`src/rtl/pipe_pkg.sv`:
```
// Shared pipeline-stage definitions: handshake state encoding and common payload constants.
package pipe_pkg;

  localparam int STATE_W = 2;

  typedef enum logic [STATE_W-1:0] {
    ST_EMPTY = 2'd0,
    ST_BUSY  = 2'd1,
    ST_FULL  = 2'd2
  } state_t;

  // addi x0,x0,0 -- a harmless bubble for instruction-carrying stages
  localparam logic [31:0] NOP = 32'h0000_0013;

endpackage

```
`src/rtl/dff_en_ar.sv`:
```
// Enable register with asynchronous active-low reset to RESET_VAL.
// Latency 1 cycle when en is high; no handshake, the owner decides when to load.
module dff_en_ar #(
  parameter int               WIDTH     = 32,
  parameter logic [WIDTH-1:0] RESET_VAL = '0
) (
  input  logic             clk,
  input  logic             reset,
  input  logic             en,
  input  logic [WIDTH-1:0] d,
  output logic [WIDTH-1:0] q
);

  always_ff @(posedge clk or negedge reset) begin
    if (!reset) begin
      q <= RESET_VAL;
    end else if (en) begin
      q <= d;
    end
  end

endmodule

```
`src/rtl/pipe_stage_skid.sv`:
```
// Pipeline-stage register with valid/ready handshake, one-entry skid buffer and flush; 1-cycle latency.
// Full throughput under back-pressure; optional stall counter via PIPE_STAGE_SKID_PERF_EN.
module pipe_stage_skid
  import pipe_pkg::*;
#(
  parameter int               WIDTH     = 32,
  parameter logic [WIDTH-1:0] RESET_VAL = '0
) (
  input  logic             clk,
  input  logic             reset,
  input  logic             flush,
  input  logic             in_valid,
  output logic             in_ready,
  input  logic [WIDTH-1:0] in_data,
  output logic             out_valid,
  input  logic             out_ready,
  output logic [WIDTH-1:0] out_data
`ifdef PIPE_STAGE_SKID_PERF_EN
  ,
  output logic [31:0]      stall_cnt
`endif
);

  state_t           state, state_nxt;
  logic             in_xfer, out_xfer;
  logic             main_en, skid_en;
  logic [WIDTH-1:0] main_d, skid_d, skid_data;

  assign in_ready  = (state != ST_FULL);
  assign out_valid = (state != ST_EMPTY);
  assign in_xfer   = in_valid && in_ready;
  assign out_xfer  = out_valid && out_ready;

  always_ff @(posedge clk or negedge reset) begin
    if (!reset) begin
      state <= ST_EMPTY;
    end else begin
      state <= state_nxt;
    end
  end

  // Data enables only fire on real transfers, so an undriven in_data never reaches state.
  always_comb begin
    state_nxt = state;
    main_en   = 1'b0;
    skid_en   = 1'b0;
    main_d    = in_data;
    skid_d    = in_data;
    if (flush) begin
      state_nxt = ST_EMPTY;
      main_en   = 1'b1;
      skid_en   = 1'b1;
      main_d    = RESET_VAL;
      skid_d    = RESET_VAL;
    end else begin
      case (state)
        ST_EMPTY: begin
          if (in_xfer) begin
            state_nxt = ST_BUSY;
            main_en   = 1'b1;
          end
        end
        ST_BUSY: begin
          if (in_xfer && !out_xfer) begin
            state_nxt = ST_FULL;
            skid_en   = 1'b1;
          end else if (!in_xfer && out_xfer) begin
            state_nxt = ST_EMPTY;
          end else if (in_xfer && out_xfer) begin
            main_en   = 1'b1;
          end
        end
        ST_FULL: begin
          if (out_xfer) begin
            state_nxt = ST_BUSY;
            main_en   = 1'b1;
            main_d    = skid_data;
          end
        end
        default: state_nxt = ST_EMPTY;
      endcase
    end
  end

  dff_en_ar #(.WIDTH(WIDTH), .RESET_VAL(RESET_VAL)) u_main (
    .clk   (clk),
    .reset (reset),
    .en    (main_en),
    .d     (main_d),
    .q     (out_data)
  );

  dff_en_ar #(.WIDTH(WIDTH), .RESET_VAL(RESET_VAL)) u_skid (
    .clk   (clk),
    .reset (reset),
    .en    (skid_en),
    .d     (skid_d),
    .q     (skid_data)
  );

`ifdef PIPE_STAGE_SKID_PERF_EN
  // Flush deliberately leaves the counter alone; only reset clears it.
  always_ff @(posedge clk or negedge reset) begin
    if (!reset) begin
      stall_cnt <= '0;
    end else if (out_valid && !out_ready && (stall_cnt != 32'hFFFF_FFFF)) begin
      stall_cnt <= stall_cnt + 32'd1;
    end
  end
`endif

endmodule

```
`config.mk`:
```
export PLATFORM = sky130hd
export DESIGN_NAME = pipe_stage_skid
export DESIGN_NICKNAME = d
export VERILOG_FILES = /design/src/rtl/pipe_pkg.sv /design/src/rtl/dff_en_ar.sv /design/src/rtl/pipe_stage_skid.sv
export SDC_FILE = /design/constraint.sdc
export NUM_CORES = 1
export LEC_CHECK = 0
export CORE_ASPECT_RATIO = 1.75
export CORE_MARGIN = 2
export CORE_UTILIZATION = 52
export DETAILED_ROUTE_END_ITERATION = 10
export GPL_TIMING_DRIVEN = 0
export PLACE_DENSITY_LB_ADDON = 0.15
export SLEW_MARGIN = 20
export SYNTH_ARGS = -nofsm -noshare
export SYNTH_HDL_FRONTEND = slang
export SYNTH_HIERARCHICAL = 1
export SYNTH_SLANG_ARGS = --single-unit
```
`constraint.sdc`:
```
create_clock -name clk -period 2.15 [get_ports clk]
set_input_delay 0.5375 -clock clk [delete_from_list [all_inputs] [get_ports clk]]
set_output_delay 0.5375 -clock clk [all_outputs]
set_load 0.1 [all_outputs]
```
[Word level (Yosys, flattened, before mapping)]
Index checks and enable logic that the tools add are counted.
Cells by class
  add/sub/neg operators: 0
  multiply operators: 0
  divide/modulo/power cells: 0
  $lt $le $gt $ge: 0
  equal/unequal tests: 6
  shift operators: 0
  muxes and demuxes: 20
  bitwise operators: 0
  reduce and logical (&&, ||, !) cells: 10
Operators with widths (number)
  $mux W32: 4
  $mux W2: 5
  $mux W1: 9
  $ne A3 B3 Y1 const B: 2
  $pmux W2 S3: 1
  $logic_and A1 B1 Y1: 5
  $ne A4 B4 Y1 const B: 1
  $pmux W1 S3: 1
  $reduce_and A3 Y1: 1
  $eq A2 B1 Y1 const B: 1
  $eq A2 B2 Y1 const B: 1
  $logic_not A1 Y1: 2
  $logic_not A2 Y1: 1
  $ne A2 B2 Y1 const B: 1
  $reduce_bool A2 Y1: 1
Storage, ports and cells
  bits in registers: 66
  bits in latches: 0
  RAM bits: 0
  bits in read-only memories: 0
  input bits: 37
  output and inout port bits: 34
  logic and storage cells: 39
  memories kept: 0

[Longest topological paths before layout]
  depth after elaboration: 8
  depth in mapped cells: 6
  depth with buffers taken out: 4

[By module]
Netlist, hierarchy kept.
Modules (own cells, without submodules)
  dff_en_ar: times used 2, cells each 68, area an instance 1345.0 µm², sequential area each 800.8 µm²
  pipe_stage_skid: times used 1, cells each 160, area an instance 833.3 µm², sequential area each 50.0 µm²

[Least setup slack after synthesis]
No wires, ideal clock.
  path type: reg-to-output
  start point: register state[1]
  end point: output in_ready
  arrival: 1.150 ns
  required time: 1.612 ns
  slack: 0.462 ns
  stages on the path, launching flop included: 3
  cell sequence: dfrtp_1 -> nor2b_1 -> inv_1
On the way
  longest elaborated chain between the ends: 1
Ends and longest elaborated chain
  from (decl): line pipe_stage_skid.sv:24  | state_t state, state_nxt;
  from (signal assigned): line pipe_stage_skid.sv:38  | state <= state_nxt;
  $ne A2 B2 Y1: line pipe_stage_skid.sv:29  | assign in_ready = (state != ST_FULL);
  to (decl): line pipe_stage_skid.sv:13  | output logic in_ready,
No other way between the ends.

[Worst setup path after layout]
Ends and elaborated chain as after synthesis.

==> results.yml <==
logic_synthesis:
  synth_nets: 333
  yosysWarnings: 6
  synthArstFlopShare_pct: 100
  syn_area_per_cell_um2: 11.9
  syn_inst: 296
  ys_seq_area_share_pct: 46.9
  synthDistinctLibCells: 23
  synth-main-ff-cell: "dfrtp_1"
  synth-seq-cells: 66
  synth_edf_count: 0
  synth.cell_area_um2: 3520
power_and_ir_drop:
  power_density_nw_per_um2: 818
  peakVddDrop_mv: 0.697
  p_leak_nw: 2.31
floorplanning:
  placement_rows: 39
  coreArea_um2: 6540
  start_util_pct: 53.9
  die_h_um: 113
  die-area_um2: 7480
  ios: 71
  die_w_um: 66.2
grt:
  grt_pass1_wl_um: 12700
  grt_overflow_total: 0
  first_global_vias: 2621
  grt_max_degree: 55
  grtUsageTotal_pct: 22.2
  antenna_found_initial: 0
timing:
  rsz0062_at_grt: "no"
  setup_violations: 0
  hold_violations: 0
  worstMarginPinSlew_ns: 0.964
  drv_slew: 0
  fin_skew_ns: 0.00574
  relSlewSlack_pct: 36.0
  setup_ws_ns: 0.0713
  fin_crit_sh_pct: 96.7
  period_minus_slack_ns: 2.08
  hold_ws_ns: 0.0668
  fmax_mhz: 481
status:
  outcome: "completed"
critical_path:
  path_max_fanout: 6
  critPathLaunch: "state[1]"
  worst_setup_path_start_kind: "register"
  cp-end-kind: "output port"
  path_cells: "nor2b_1 -> inv_1 -> clkdlybuf4s15_2"
  cp.required_ns: 1.61
  max_stage_delay_ns: 0.55
  worstPathArrival_ns: 1.54
  r2r_start: "state[1]"
  slowest_stage: "clkdlybuf4s15_2"
  worst-setup-path-type: "register to output port"
layout:
  multi_input_area_um2: 1640
  syn_to_final_growth_pct: 29.5
  layout.nets: 414
  layout_common_cells: "dfrtp_1 (66), nand2_1 (64), mux2_4 (60), nor2b_1 (34), clkdlybuf4s50_1 (34)"
  regArea_um2: 1650
  nFillCells: 522
  drive_gt1_share_pct: 26.2
  antenna_cells: 0
  final_common_cell: "dfrtp_1"
placement:
  dpl.hpwl_um: 5210
  pre_cts_slack_ns: -0.170
  io_buffer_count: 69
  place_congestion: 0.733
run:
  maxCapViolations: 0
clock_network:
  clock_path_buffers: 2
  clk-insertion-delay-late_ns: 0.32
  cts_setup_buffers: 0
  clk_pin_slew_worst_paths_ns: 0.05
  cts_tree: "done"
  root_buffer: "clkbuf_16"
  cts.sinks: 66
  numCtsBuffers: 9
  htree_levels: 3
detailed_routing:
  ant_nets: 0
  dr_total_vias: 2391
  viasPerCell: 5.15
  wl_per_cell_um: 16.2
  drc: 0
  firstDrtPassIters: 3
  drtIter0Drc: 160
  finalWirelength_um: 7530
worst_hold_path:
  hold_class: "primary input to async pin"
[registers in the layout (all words and copies together), names as in the netlist]
name / cells
u_main/q: 32
state: 2
u_skid/q: 32
[worst max-delay path: cells and delay by family, from the launching register on]
family,cells,cell delay [ns]
buffers and inverters,2,0.61
flip-flops,1,0.43
AND/OR/NAND/NOR,1,0.18
[final timing paths]
| kind | end | slack, ns | depth (start not counted) |
|---|---|---|---|
| worst max-delay path | in_ready | 0.07 | 3 |
| worst min-delay path | u_main/q[4] | 0.07 | 1 |
| worst max register to register | u_main/q[22] | 0.43 | 6 |
| worst min register to register | u_main/q[12] | 0.50 | 1 |
| max in group asynchronous | u_main/q[20] | 1.57 | 2 |
| min in group clk | u_main/q[12] | 0.50 | 1 |
[cell type report]
cell class,count,share of cell area [%]
Inverter,2,0.165
Clock inverter,3,0.329
Buffer,22,4.96
Multi-Input combinational cell,206,35.9
Sequential cell,66,36.2
Tap cell,82,2.25
Clock buffer,13,5.48
Timing Repair Buffer,70,14.7
[timing repair]
action / 4_1_cts / 5_1_grt
resized for setup: 38 / 2
endpoints found under the hold margin: 0 / 0
hold buffers: 0 / 0
setup endpoints to repair: 34 / 1
pin swaps: 0 / 0
[cell families after synthesis]
kind of cell | Yosys count | share of synthesized area [%]
mux | 64 | 26.8
buf+inv | 24 | 6.64
flops | 66 | 46.9
compound gates | 36 | 5.26
simple gates | 106 | 14.4
[cells in the mapped netlist, types with 2 or more instances]
cell type,number,area share (%)
buf_2,4,0.57
clkbuf_1,6,0.64
mux2_4,60,26
dfrtp_1,66,47
buf_12,6,3.4
nand2_1,64,6.8
a21oi_1,33,4.7
mux2_2,4,1.3
inv_1,2,0.21
buf_6,5,1.6
nor2b_1,34,6.0
[metal layers]
| metal | GRT usage [%] | up-vias | routed length (um) |
|---|---|---|---|
| met1 | 26.3 | 1199 | 3130 |
| li1 | - | 1143 | - |
| met3 | 4.17 | 6 | 266 |
| met2 | 39.2 | 43 | 4040 |
| met4 | 7.76 | 0 | 91 |
| met5 | 0 | - | 0 |
[report_power, final]
group | internal (mW) | switching [mW] | leakage, nW
Combinational | 0.363 | 0.645 | 1.32
Clock | 0.806 | 0.495 | 0.133
Sequential | 1.36 | 0.0654 | 0.852
[stage by stage]
step	setup TNS (ns)	area [um2]	util, %	std cells	total power [mW]
finish	0	4560	69.8	464	3.73
global route	0	4560	69.8	464	3.87
CTS	0	4570	69.9	464	3.78
detailed placement	-6.17	4340	66.4	448	2.50
global placement	-118.64	4320	66.0	447	2.48
floorplan	0	3520	-	296	2.21
Power figures use the tool's default switching activity.
